<file path="config.mk">
export PLATFORM = sky130hd
export DESIGN_NAME = bf16_fma_issue_pipe
export DESIGN_NICKNAME = d
export VERILOG_FILES = /design/src/rtl/bf16_fma_issue_pipe.sv
export SDC_FILE = /design/constraint.sdc
export NUM_CORES = 1
export LEC_CHECK = 0
export BUFFER_PORTS_ARGS = -buffer_cell sky130_fd_sc_hd__buf_4
export CAP_MARGIN = 5
export CORE_MARGIN = 2
export CORE_UTILIZATION = 49
export DETAILED_ROUTE_END_ITERATION = 10
export PLACE_DENSITY_LB_ADDON = 0.1
export SLEW_MARGIN = 20
export SYNTH_ARGS = -nofsm -noshare
export SYNTH_HDL_FRONTEND = slang
export SYNTH_SLANG_ARGS = --single-unit
</file>
<file path="constraint.sdc">
create_clock -name clk -period 4.7 [get_ports clk]
set_input_delay 1.175 -clock clk [delete_from_list [all_inputs] [get_ports clk]]
set_output_delay 1.175 -clock clk [all_outputs]
set_load 0.02 [all_outputs]
</file>
<file path="src/rtl/bf16_fma_issue_pipe.sv">
// bf16_fma_issue_pipe: two-stage valid/ready wrapper around a combinational
// bfloat16 FMA core (result = a*b + c). Stage 1 registers operands onto the
// core inputs; stage 2 captures the core result and overflow flag for
// downstream. Also keeps a sticky overflow flag and a retired-op counter.
//
// Ports:
//   clk, rst                  clock, synchronous active-high reset
//   in_valid/in_ready, a/b/c  operand triple handshake
//   fma_a/b/c                 registered operands driven to the FMA core
//   fma_result/fma_ov         combinational FMA core outputs
//   out_valid/out_ready       result handshake
//   out_result/out_ov         registered result and its overflow flag
//   ov_sticky/clear_sticky    sticky overflow flag and its clear
//   op_count                  results retired, wraps at 2^COUNT_W
module bf16_fma_issue_pipe #(
  parameter int unsigned COUNT_W = 16
) (
  input  logic               clk,
  input  logic               rst,
  input  logic               in_valid,
  output logic               in_ready,
  input  logic [15:0]        a,
  input  logic [15:0]        b,
  input  logic [15:0]        c,
  output logic [15:0]        fma_a,
  output logic [15:0]        fma_b,
  output logic [15:0]        fma_c,
  input  logic [15:0]        fma_result,
  input  logic               fma_ov,
  output logic               out_valid,
  input  logic               out_ready,
  output logic [15:0]        out_result,
  output logic               out_ov,
  output logic               ov_sticky,
  input  logic               clear_sticky,
  output logic [COUNT_W-1:0] op_count
);

  logic s1_valid;
  logic s2_free;
  logic s1_adv;
  logic accept;
  logic retire;

  // Handshake qualifiers; in_ready deliberately ignores in_valid.
  assign s2_free  = !out_valid || out_ready;
  assign s1_adv   = s1_valid && s2_free;
  assign in_ready = !s1_valid || s2_free;
  assign accept   = in_valid && in_ready;
  assign retire   = out_valid && out_ready;

  // Stage 1: operand register feeding the core.
  always_ff @(posedge clk) begin
    if (rst) begin
      s1_valid <= 1'b0;
      fma_a    <= 16'h0000;
      fma_b    <= 16'h0000;
      fma_c    <= 16'h0000;
    end else if (accept) begin
      s1_valid <= 1'b1;
      fma_a    <= a;
      fma_b    <= b;
      fma_c    <= c;
    end else if (s1_adv) begin
      s1_valid <= 1'b0;
    end
  end

  // Stage 2: result register; holds steady while stalled.
  always_ff @(posedge clk) begin
    if (rst) begin
      out_valid  <= 1'b0;
      out_result <= 16'h0000;
      out_ov     <= 1'b0;
    end else if (s1_adv) begin
      out_valid  <= 1'b1;
      out_result <= fma_result;
      out_ov     <= fma_ov;
    end else if (retire) begin
      out_valid  <= 1'b0;
    end
  end

  // Sticky overflow: a fresh overflow capture beats a simultaneous clear.
  always_ff @(posedge clk) begin
    if (rst) begin
      ov_sticky <= 1'b0;
    end else if (s1_adv && fma_ov) begin
      ov_sticky <= 1'b1;
    end else if (clear_sticky) begin
      ov_sticky <= 1'b0;
    end
  end

  // Retired-operation counter, wraps naturally.
  always_ff @(posedge clk) begin
    if (rst) begin
      op_count <= '0;
    end else if (retire) begin
      op_count <= op_count + COUNT_W'(1);
    end
  end

endmodule

</file>
Yosys cells after proc, flatten, opt, wreduce, memory -nomap -nowiden
Cells that the tools add are included.

Input bits: 70. Logic and storage cells: 27. Register bits after elaboration: 84.

Reductions and logical operators: 11. Muxes and demuxes: 6. $add $sub $neg: 1.

Operator list (number): $add 16x1->16 const B (1); $mux 1 (6); $reduce_bool 2->1 (3); $logic_and 1x1->1 (4); $logic_not 1->1 (2); $logic_or 1x1->1 (2).

Logic depth before layout (Yosys ltp)
Gate-level depths: netlist of run 1.

Depth in word-level cells: 5. Mapped depth: 6. Gate-level depth less buffers: 5.

Least setup slack after synthesis of run 1
OpenSTA, ideal clock, no wires.

Path type: input to output. Start point: input port out_ready. End point: output port in_ready. Arrival: 1.467 ns. Buffers on the path: 0. Setup slack: 2.058 ns. Data required time: 3.525 ns. Cell stages on the path: 1. Cell sequence: nand3b_1.

Cells in the longest elaborated chain, start to end: 2.

RTL lines: from (decl) (RTL line 31) `input logic out_ready,`; $logic_or 1x1->1 (RTL line 46) `assign s2_free = !out_valid || out_ready;`; $logic_or 1x1->1 (RTL line 48) `assign in_ready = !s1_valid || s2_free;`; to (decl) (RTL line 21) `output logic in_ready,`.

Every way passes these cells.

Worst setup path after layout of run 1
Ends and elaborated chain as after synthesis.

==> impl_summary.txt, run 1 <==
----------------------------------------------------
[Finish]
  Synthesis-to-finish area growth ... 44.4%
  Share of the core filled with cells ... 74.3%
  Area of all placed cells without fillers ... 4450 um2
  Net count of the finished layout ... 592
  Antenna Diode Count ... 0
  Share of post-route cells with drive strength above 1 ... 34.2%

[Logic synthesis]
  Mean Syn Cell Area ... 8.15 um2
  Async set-reset flop share out of synthesis ... 0%
  Top flip-flop cell by instance count after synthesis ... dfxtp_1
  Post-synthesis register bit count ... 84
  Post-synthesis cell area ... 3080 um2
  Count of cell types in the netlist ... 30
  Number of enable flip-flop cells after synthesis ... 0
  Yosys warns ... 0
  Proportion of synthesized chip area in sequential cells ... 54.6%
  Synth Net Count ... 449
  Count of mapped cells out of synthesis ... 378

[Floorplanning]
  Starting density of the core ... 51.4%
  X dimension of the die ... 83.3 um
  Height of the die ... 83.3 um
  Core region area ... 5990 um2
  Standard-cell row count ... 28
  Ports placed on the boundary ... 154
  Die area ... 6940 um2

[Worst setup path]
  Worst-path cell with the longest stage delay ... nand3b_1
  Cell repeated most along the worst path ... buf_4
  Slowest stage delay, CP ... 0.21 ns
  Crit Path Category ... primary input to primary output
  Worst Setup Start Kind ... primary input
  Series of cell instances along the critical path ... buf_4, nand3b_1, buf_4
  Arr. time, crit path ... 1.71 ns
  Data required, critical path ... 3.52 ns
  Highest fanout seen on the critical path ... 7
  Critical Path Sink Type ... primary output

[Detailed routing]
  Detailed-router iteration count before antenna repair ... 4
  DR vias/cell ... 5.01
  Post-route antenna net violation count ... 0
  Final WL ... 7710 um
  Post-detailed-route wirelength per cell ... 12.8 um
  Residual DRC count ... 0
  Vias after detailed routing ... 3012
  Iter 0 DRT Violations ... 160

[Placed design]
  Number of buffers inserted by port buffering ... 153
  HPWL after detailed placement ... 5430 um
  Standard cell area after detailed placement ... 4230 um2
  Final Wtd Congestion ... 0.737

[Global routing]
  Via count of the first global-routing pass ... 2762
  Wire length of the first global-routing pass ... 12800 um
  Largest net degree at the start of global routing ... 89
  Overall routing resource usage ... 22.5%
  Antenna violations before repair ... 0
  Remaining global-route overflow ... 0

[Clock tree]
  # Post-CTS Setup Buffers ... 0
  Later-pin clock latency in the skew report ... 0.33 ns
  # resized after CTS ... 0
  Clock-pin slew reported for the worst setup and hold paths after clock tree synthesis ... 0.07 ns
  Root buffer cell ... clkbuf_8
  Cts bufs inserted ... 9
  TritonCTS clock tree ... yes
  Buffer levels on the longest clock path ... 2
  Number of clock sinks ... 84
  CTS hold repair buffers ... 0
  Level count of the clock H-tree ... 3

[Timing]
  Final setup fails ... 0
  Setup tns final ... 0 ns
  Worst clock skew on the final layout ... 0.00567 ns
  Final worst-path cycle share ... 61.4%
  Unrepaired setup endpoints after global routing ... false
  Headroom to the max-slew limit ... 40.3%
  Highest attainable clock frequency ... 346 MHz
  Minimum period implied by the final worst setup slack ... 2.89 ns
  Final Hold Fails ... 0
  Final max-slew violation count ... 0
  Actual slew at the worst max-slew pin ... 0.896 ns

[Min path]
  Hold Crit Class ... flip-flop to flip-flop

[Power and ir drop]
  Leakage component of the power ... 0.00202 uW
  Power density cells ... 341 nW/um2
  Peak ir drop on the vdd network ... 0.210 mV

[Run]
  Number of violations of the max-capacitance limit ... 0

[Run status]
  Run status ... finished clean

----------------------------------------------------
-- cells in the mapped netlist, types with 2 or more instances --
cell      count  share of area (%)
and2_1        3               0.61
xnor2_1       2               0.57
clkbuf_1     13                1.6
o21ai_0       2               0.32
a21oi_1      72                 12
xor2_1        7                2.0
nand2_1     137                 17
nand4_1       4               0.81
nand2b_1      2               0.41
and4_1        2               0.57
nor2b_1       3               0.61
buf_4         2               0.49
dfxtp_1      84                 55
nor2_1       13                1.6
nor3_1        2               0.32
buf_2         7                1.1
nand3_1       5               0.81
mux2_2        3                1.1
inv_1         4               0.49
-- where the power goes --
part | leakage (uW) | internal [uW] | switching (uW)
logic | 0.00122 | 95.2 | 111
registers | 0.000688 | 744 | 17.0
clock network | 0.000113 | 311 | 238
-- layout by cell type, fill, tap and decap left out, types with 2 or more instances in the layout --
cell / netlist / layout
mux2_2: 3 / 3
dfxtp_1: 84 / 84
xor2_1: 7 / 7
and2_1: 3 / 2
nor2_1: 13 / 13
and4_1: 2 / 2
xnor2_1: 2 / 2
clkbuf_8: 0 / 10
nor2b_1: 3 / 3
nand2b_1: 2 / 2
inv_1: 4 / 4
o21ai_0: 2 / 2
nand2_1: 137 / 137
a21oi_1: 72 / 72
clkinv_2: 0 / 3
nand3_1: 5 / 5
bufinv_16: 0 / 2
nand4_1: 4 / 4
buf_4: 2 / 154
nor3_1: 2 / 2
-- sequential cells by signal, indices dropped and copies added (netlist names) --
register	count
out_ov	1
fma_b	16
out_valid	1
fma_c	16
op_count	16
fma_a	16
out_result	16
s1_valid	1
ov_sticky	1
-- logic make-up (layout without fill, tap and decap cells) --
group,count (synthesis),in the layout,share of synthesized area (%)
and+or+nand+nor,180,180,25.3
DFF,84,84,54.6
AOI/OAI and AO/OA,75,75,12.3
buffers and inverters,26,174,3.70
xor gates and xnor gates,9,9,2.56
muxes,3,3,1.10
adders and majority gates,1,1,0.406
-- path summary, 6_finish.rpt --
kind	startpoint	to	slack (ns)	depth (start not counted)
worst max-delay path	out_ready	in_ready	1.81	3
worst min-delay path	out_result[3]	out_result[3]	0.45	2
worst max register to register	out_valid	fma_c[3]	2.74	5
worst min register to register	out_result[3]	out_result[3]	0.45	2
-- worst max-delay path, delay by kind of cell --
kind	cells	cell delay [ns]
simple gates	1	0.21
buf+inv	2	0.32
-- cell type report --
cell class	instances	area, um2
fill	479	1540
sequential	84	1680
tap	75	93.8
timing repair buffer	154	1160
inverter	4	15.0
clock inverter	5	75.1
multi-input combinational	268	1290
clock buffer	11	141
-- routing by layer --
metal	global-route usage, %	vias to the layer above	routed length [um]
met5	0	-	0
met4	8.49	0	119
met3	7.65	13	700
met2	36.4	124	3630
li1	-	1512	-
met1	27.8	1363	3260
-- per-stage QoR --
stage                     hold WS [ns]  instances  setup slack [ns]  total power [uW]
after floorplan                  0.448        378              2.06               878
after global placement           0.442        585              1.83               981
after detailed placement         0.447        585              1.82               985
after CTS                        0.457        601              1.82              1530
after global routing             0.478        601              1.78              1590
final                            0.454        601              1.81              1520
Note: power is estimated with default switching activity, not from simulation.
==> inputs of run 2 (changes only) <==
CORE_UTILIZATION = 41   (was 49)
clock period = 2.4 ns   (was 4.7 ns; I/O delays follow)
==> impl_summary.txt, run 2 (synthesis gave the netlist of run 1 again) <==
----------------------------------------------------
[Timing]
  Headroom to the max-slew limit ... 39.1% (was 40.3%)
  Setup tns final ... 0 ns (unchanged)
  Unrepaired setup endpoints after global routing ... false (unchanged)
  Final max-slew violation count ... 0 (unchanged)
  Highest attainable clock frequency ... 562 MHz
  Final setup fails ... 0 (unchanged)
  Final Hold Fails ... 0 (unchanged)
  Minimum period implied by the final worst setup slack ... 1.78 ns
  Actual slew at the worst max-slew pin ... 0.914 ns (was 0.896 ns)
  Worst clock skew on the final layout ... 0.0101 ns (was 0.00567 ns)
  Final worst-path cycle share ... 74.1%

[Placed design]
  HPWL after detailed placement ... 5690 um (was 5430 um)
  Final Wtd Congestion ... 0.707 (was 0.737)
  Standard cell area after detailed placement ... 4290 um2 (was 4230 um2)
  Number of buffers inserted by port buffering ... 153 (unchanged)
  Placed cell count ... 612 (was 585)

[Global routing]
  Overall routing resource usage ... 20.0% (was 22.5%)
  Via count of the first global-routing pass ... 2879 (was 2762)
  Remaining global-route overflow ... 0 (unchanged)
  Wire length of the first global-routing pass ... 13500 um (was 12800 um)
  Largest net degree at the start of global routing ... 49 (was 89)
  Antenna violations before repair ... 0 (unchanged)

[Clock tree]
  Number of clock sinks ... 84 (unchanged)
  # resized after CTS ... 0 (unchanged)
  Clock-pin slew reported for the worst setup and hold paths after clock tree synthesis ... 0.08 ns (was 0.07 ns)
  Later-pin clock latency in the skew report ... 0.34 ns (was 0.33 ns)
  Buffer levels on the longest clock path ... 2 (unchanged)
  TritonCTS clock tree ... yes (unchanged)
  Level count of the clock H-tree ... 3 (unchanged)
  CTS hold repair buffers ... 0 (unchanged)
  Root buffer cell ... clkbuf_8 (unchanged)
  # Post-CTS Setup Buffers ... 0 (unchanged)
  Cts bufs inserted ... 9 (unchanged)

[Detailed routing]
  Post-detailed-route wirelength per cell ... 12.7 um (was 12.8 um)
  Residual DRC count ... 0 (unchanged)
  Final WL ... 7950 um (was 7710 um)
  Post-route antenna net violation count ... 0 (unchanged)
  Iter 0 DRT Violations ... 89 (was 160)
  DR vias/cell ... 4.71 (was 5.01)
  Detailed-router iteration count before antenna repair ... 4 (unchanged)
  Vias after detailed routing ... 2960 (was 3012)

[Min path]
  Hold worst-path end ... fma_c[1] (was out_result[3])
  Beginning of the worst hold path ... fma_c[1] (was out_result[3])
  Hold Crit Depth ... 2 (unchanged)
  Hold Crit Class ... flip-flop to flip-flop (unchanged)

[Finish]
  Antenna Diode Count ... 0 (unchanged)
  Synthesis-to-finish area growth ... 45.7% (was 44.4%)
  Most frequent cells in the layout ... 157 x buf_4, 137 x nand2_1, 84 x dfxtp_1 (was 154 x buf_4, 137 x nand2_1, 84 x dfxtp_1)
  Post-layout instance count excluding filler cells ... 628 (was 601)
  Share of post-route cells with drive strength above 1 ... 34.6% (was 34.2%)
  Area of all placed cells without fillers ... 4490 um2 (was 4450 um2)
  Net count of the finished layout ... 595 (was 592)
  Most common cell after layout, fill and taps aside ... buf_4 (unchanged)

[Worst setup path]
  Origin of the critical flop-to-flop path ... out_valid (unchanged)
  Capture instance of the worst register-to-register path ... op_count[15] (was fma_c[3])
  Critical Path Sink Type ... primary output (unchanged)
  Cell depth of the worst flop-to-flop path ... 4 (was 5)
  Data required, critical path ... 1.80 ns (was 3.52 ns)
  Worst Setup Start Kind ... flip-flop (was primary input)
  Arr. time, crit path ... 1.18 ns (was 1.71 ns)
  Crit Path Category ... flip-flop to primary output (was primary input to primary output)
  Highest fanout seen on the critical path ... 8 (was 7)
  Register-to-register path setup slack ... 0.65 ns (was 2.74 ns)

[Run status]
  Run status ... finished clean (unchanged)

[Floorplanning]
  X dimension of the die ... 90.7 um (was 83.3 um)
  Standard-cell row count ... 31 (was 28)
  Starting density of the core ... 42.5% (was 51.4%)
  Height of the die ... 90.7 um (was 83.3 um)
  Die area ... 8220 um2 (was 6940 um2)
  Core region area ... 7250 um2 (was 5990 um2)
  Ports placed on the boundary ... 154 (unchanged)

[Run]
  Number of violations of the max-capacitance limit ... 0 (unchanged)

[Power and ir drop]
  Peak ir drop on the vdd network ... 0.377 mV (was 0.210 mV)
  Power density cells ... 647 nW/um2 (was 341 nW/um2)
  Leakage component of the power ... 0.00203 uW (was 0.00202 uW)

----------------------------------------------------
==> run 2: final cells by class <==
cell class	instances	area (um2)
clock buffers	12	155
clock inverters	4	47.5
fillers	691	2770
inverters	4	15.0
multi-input cells	268	1290
flip-flops and latches	84	1680
well taps	99	124
repair buffers	157	1180
==> run 2: worst max-delay path: stages, from the launching register on <==
cell      delay [ns]
dfxtp_1         0.47
nand3b_1        0.18
buf_4           0.20
==> run 2: where the power goes <==
group | switching, uW | total [uW] | internal, uW
logic | 218 | 407 | 189
clock network | 471 | 1010 | 535
registers | 34.3 | 1490 | 1460
total | 724 | 2900 | 2180
==> run 2: metal layers <==
| metal | up-vias | global-route usage, % | part of all wire (%) |
|---|---|---|---|
| met1 | 1320 | 25.0 | 43 |
| met4 | 0 | 8.33 | 2.1 |
| met5 | - | 0 | 0 |
| li1 | 1522 | - | - |
| met2 | 104 | 32.5 | 47 |
| met3 | 14 | 5.34 | 7.8 |
==> run 2: worst max path at each step <==
| stage | start | to | slack (ns) | depth (start not counted) |
|---|---|---|---|---|
| 6_report | out_valid | in_ready | 0.62 | 2 |
| 5_1_grt | out_valid | fma_a[7] | 0.50 | 4 |
| 3_5_place_dp | out_ready | fma_a[4] | 0.34 | 5 |
| 4_1_cts | out_valid | in_ready | 0.61 | 2 |
| 3_3_place_gp | out_ready | fma_a[4] | 0.39 | 5 |
| 2_1_floorplan | out_ready | fma_b[0] | 0.67 | 6 |
==> run 2: through the flow <==
| step | power [uW] | hold WS [ns] | worst slack [ns] | utilization (%) |
|---|---|---|---|---|
| 3_5_place_dp | 1940 | 0.447 | 0.337 | 59.1 |
| 3_3_place_gp | 1930 | 0.442 | 0.385 | 59.1 |
| 2_1_floorplan | 1720 | 0.448 | 0.673 | - |
| 6_report | 2900 | 0.454 | 0.622 | 61.9 |
| 5_1_grt | 3050 | 0.475 | 0.498 | 61.9 |
| 4_1_cts | 2950 | 0.457 | 0.611 | 61.9 |
==> inputs of run 3 (changes only) <==
ABC_AREA = 1   (was default)
CORE_UTILIZATION = 45   (was 41)
clock period = 1.7 ns   (was 2.4 ns; I/O delays follow)
==> impl_summary.txt, run 3 <==
----------------------------------------------------
[Run status]
  Run status ... finished clean (unchanged)

[Power and ir drop]
  Leakage component of the power ... 0.00218 uW (was 0.00203 uW)
  Net Sw Power ... 1130 uW (was 724 uW)
  Switching power share of the total ... 24.8% (was 24.9%)
  Power density cells ... 1000 nW/um2 (was 647 nW/um2)
  Portion of total power attributed to the clock network ... 37.4% (was 34.7%)
  Power share of the sequential group ... 47.3% (was 51.3%)
  Part of the power in combinational logic ... 15.3% (was 14.0%)
  Peak ir drop on the vdd network ... 0.570 mV (was 0.377 mV)
  Internal ... 3410 uW (was 2180 uW)

[Floorplanning]
  Height of the die ... 87.1 um (was 90.7 um)
  Starting density of the core ... 46.2% (was 42.5%)
  Ports placed on the boundary ... 154 (unchanged)
  Standard-cell row count ... 30 (was 31)
  Core region area ... 6720 um2 (was 7250 um2)
  X dimension of the die ... 87.1 um (was 90.7 um)
  Die area ... 7580 um2 (was 8220 um2)

[Worst setup path]
  Critical Path Sink Type ... primary output (unchanged)
  Data required, critical path ... 1.27 ns (was 1.80 ns)
  Worst Setup Start Kind ... flip-flop (unchanged)
  Highest fanout seen on the critical path ... 4 (was 8)
  Arr. time, crit path ... 1.06 ns (was 1.18 ns)
  Series of cell instances along the critical path ... nand3_2, buf_4 (was nand3b_1, buf_4)
  Family with the most delay on the worst path ... flip-flops (unchanged)
  Crit Path Category ... flip-flop to primary output (unchanged)
  Slowest stage delay, CP ... 0.40 ns (was 0.47 ns)
  Worst-path cell with the longest stage delay ... dfxtp_1 (unchanged)
  Combined buffer and inverter count along the critical path ... 1 (unchanged)

[Timing]
  Final Hold Fails ... 0 (unchanged)
  Highest attainable clock frequency ... 675 MHz
  Final setup fails ... 0 (unchanged)
  Unrepaired setup endpoints after global routing ... false (unchanged)
  Worst clock skew on the final layout ... 0.0124 ns (was 0.0101 ns)
  Final worst-path cycle share ... 87.2%
  Final max-slew violation count ... 0 (unchanged)
  Actual slew at the worst max-slew pin ... 0.822 ns (was 0.914 ns)
  Setup tns final ... 0 ns (unchanged)
  Min Hold Slack ... 0.287 ns (was 0.454 ns)
  Headroom to the max-slew limit ... 45.1% (was 39.1%)
  Minimum period implied by the final worst setup slack ... 1.48 ns

[Finish]
  Most common cell after layout, fill and taps aside ... buf_4 (unchanged)
  Most frequent cells in the layout ... 157 x buf_4, 146 x nor2_1, 84 x dfxtp_1 (was 157 x buf_4, 137 x nand2_1, 84 x dfxtp_1)
  Synthesis-to-finish area growth ... 45.7% (about the same)
  Antenna Diode Count ... 0 (unchanged)
  Net count of the finished layout ... 632 (was 595)
  Share of post-route cells with drive strength above 1 ... 32.0% (was 34.6%)

[Clock tree]
  # Post-CTS Setup Buffers ... 0 (unchanged)
  # resized after CTS ... 0 (unchanged)
  Root buffer cell ... clkbuf_8 (unchanged)
  Clock-pin slew reported for the worst setup and hold paths after clock tree synthesis ... 0.07 ns (was 0.08 ns)
  Cts bufs inserted ... 9 (unchanged)
  CTS hold repair buffers ... 0 (unchanged)
  Buffer levels on the longest clock path ... 2 (unchanged)
  TritonCTS clock tree ... yes (unchanged)
  Number of clock sinks ... 84 (unchanged)
  Level count of the clock H-tree ... 3 (unchanged)
  Later-pin clock latency in the skew report ... 0.35 ns (was 0.34 ns)

[Placed design]
  HPWL after detailed placement ... 5690 um (about the same)
  Final Wtd Congestion ... 0.789 (was 0.707)
  Number of buffers inserted by port buffering ... 153 (unchanged)

[Detailed routing]
  Post-route antenna net violation count ... 0 (unchanged)
  DR vias/cell ... 4.91 (was 4.71)
  Post-detailed-route wirelength per cell ... 12.7 um (about the same)
  Residual DRC count ... 0 (unchanged)
  Final WL ... 8210 um (was 7950 um)
  Vias after detailed routing ... 3169 (was 2960)
  Detailed-router iteration count before antenna repair ... 4 (unchanged)
  Iter 0 DRT Violations ... 145 (was 89)

[Logic synthesis]
  Most common cell in the synthesized netlist ... nor2_1 (was nand2_1)
  Simple logic cell fraction of the synthesized area ... 25.6% (was 25.3%)
  Post-synthesis cell area ... 3110 um2 (was 3080 um2)
  Xor and xnor area share after synthesis ... 0% (was 2.56%)
  Yosys warns ... 0 (unchanged)
  Synth Net Count ... 484 (was 449)
  Leading cell types by count after synthesis ... 146 x nor2_1, 84 x dfxtp_1, 71 x o21ai_0 (was 137 x nand2_1, 84 x dfxtp_1, 72 x a21oi_1)
  Post-synthesis register bit count ... 84 (unchanged)
  Share of cell area taken by muxes after synthesis ... 0% (was 1.10%)
  Combinational family with the most area after synthesis ... simple AND/OR/NAND/NOR gates (unchanged)
  Proportion of synthesized chip area in sequential cells ... 54.1% (was 54.6%)
  Synth area leaders ... dfxtp_1 54%, nor2_1 18%, o21ai_0 11% (was dfxtp_1 55%, nand2_1 17%, a21oi_1 12%)
  Adder and majority cell fraction of the synthesized area ... 0.403% (was 0.406%)
  Count of mapped cells out of synthesis ... 413 (was 378)
  Mean Syn Cell Area ... 7.52 um2 (was 8.15 um2)
  Area fraction of the dominant cell type after synthesis ... 54.1% (was 54.6%)
  Count of cell types in the netlist ... 19 (was 30)
  Cell accounting for the most synthesized area ... dfxtp_1 (unchanged)
  Share of the synthesized area in compound gates (AO/OA/AOI/OAI) ... 13.9% (was 12.3%)
  Top flip-flop cell by instance count after synthesis ... dfxtp_1 (unchanged)
  Number of enable flip-flop cells after synthesis ... 0 (unchanged)
  Async set-reset flop share out of synthesis ... 0% (unchanged)

[Min path]
  Hold Crit Class ... primary input to flip-flop (was flip-flop to flip-flop)

[Global routing]
  Wire length of the first global-routing pass ... 13100 um (was 13500 um)
  Remaining global-route overflow ... 0 (unchanged)
  Antenna violations before repair ... 0 (unchanged)
  Overall routing resource usage ... 21.8% (was 20.0%)
  Largest net degree at the start of global routing ... 50 (was 49)
  Via count of the first global-routing pass ... 2913 (was 2879)

[Run]
  Number of violations of the max-capacitance limit ... 0 (unchanged)

----------------------------------------------------
==> run 3: cell count changes after synthesis, sizes merged, moves of 6 or more <==
cell,change
a21oi,-58
o21ai,+69
nand3,+6
nand2,-102
xor2,-7
inv,+19
nor2,+134
==> run 3: final timing paths <==
| check | start | end | slack [ns] | cells after the start |
|---|---|---|---|---|
| max | out_valid | in_ready | 0.22 | 2 |
| min reg2reg | ov_sticky | ov_sticky | 0.46 | 2 |
| max reg2reg | op_count[1] | op_count[12] | 0.25 | 7 |
| min | rst | s1_valid | 0.29 | 2 |
==> run 3: area by class of cell <==
class | instances | area (um2)
fillers | 588 | 2190
repair buffers | 157 | 1180
multi-input cells | 286 | 1240
clock inverters | 4 | 97.6
inverters | 23 | 86.3
clock buffers | 11 | 141
flip-flops and latches | 84 | 1680
well taps | 80 | 100
==> run 3: power groups by stage <==
stage	registers, uW	clock network (uW)	logic [uW]
after floorplan	2330	0	212
after global placement	2190	0	685
after detailed placement	2190	0	698
after CTS	2150	1730	699
after global routing	2160	1800	762
final	2150	1700	693
==> run 3: metal layers <==
metal | track usage, % | wire length, um
met1 | 24.7 | 3370
met2 | 37.3 | 4060
met3 | 6.54 | 581
met4 | 10.6 | 200
met5 | 0 | 0
==> run 3: per-stage QoR <==
stage | setup slack, ns | instances | utilization [%] | cell area (um2) | power, uW
after global placement | 0.121 | 630 | 63.8 | 4290 | 2870
after floorplan | 0.267 | 413 | - | 3110 | 2540
after CTS | 0.196 | 645 | 67.4 | 4530 | 4580
after global routing | 0.0639 | 645 | 67.4 | 4530 | 4720
after detailed placement | 0.0547 | 630 | 63.8 | 4290 | 2890
final | 0.218 | 645 | 67.4 | 4530 | 4540
==> run 3: cell families (layout without fill, tap and decap cells) <==
group	count (synthesis)	count (layout)
AO/OA/AOI/OAI	86	86
adder cells (fa/ha/maj)	1	1
buffers and inverters	43	195
flip-flops	84	84
AND/OR/NAND/NOR	199	199
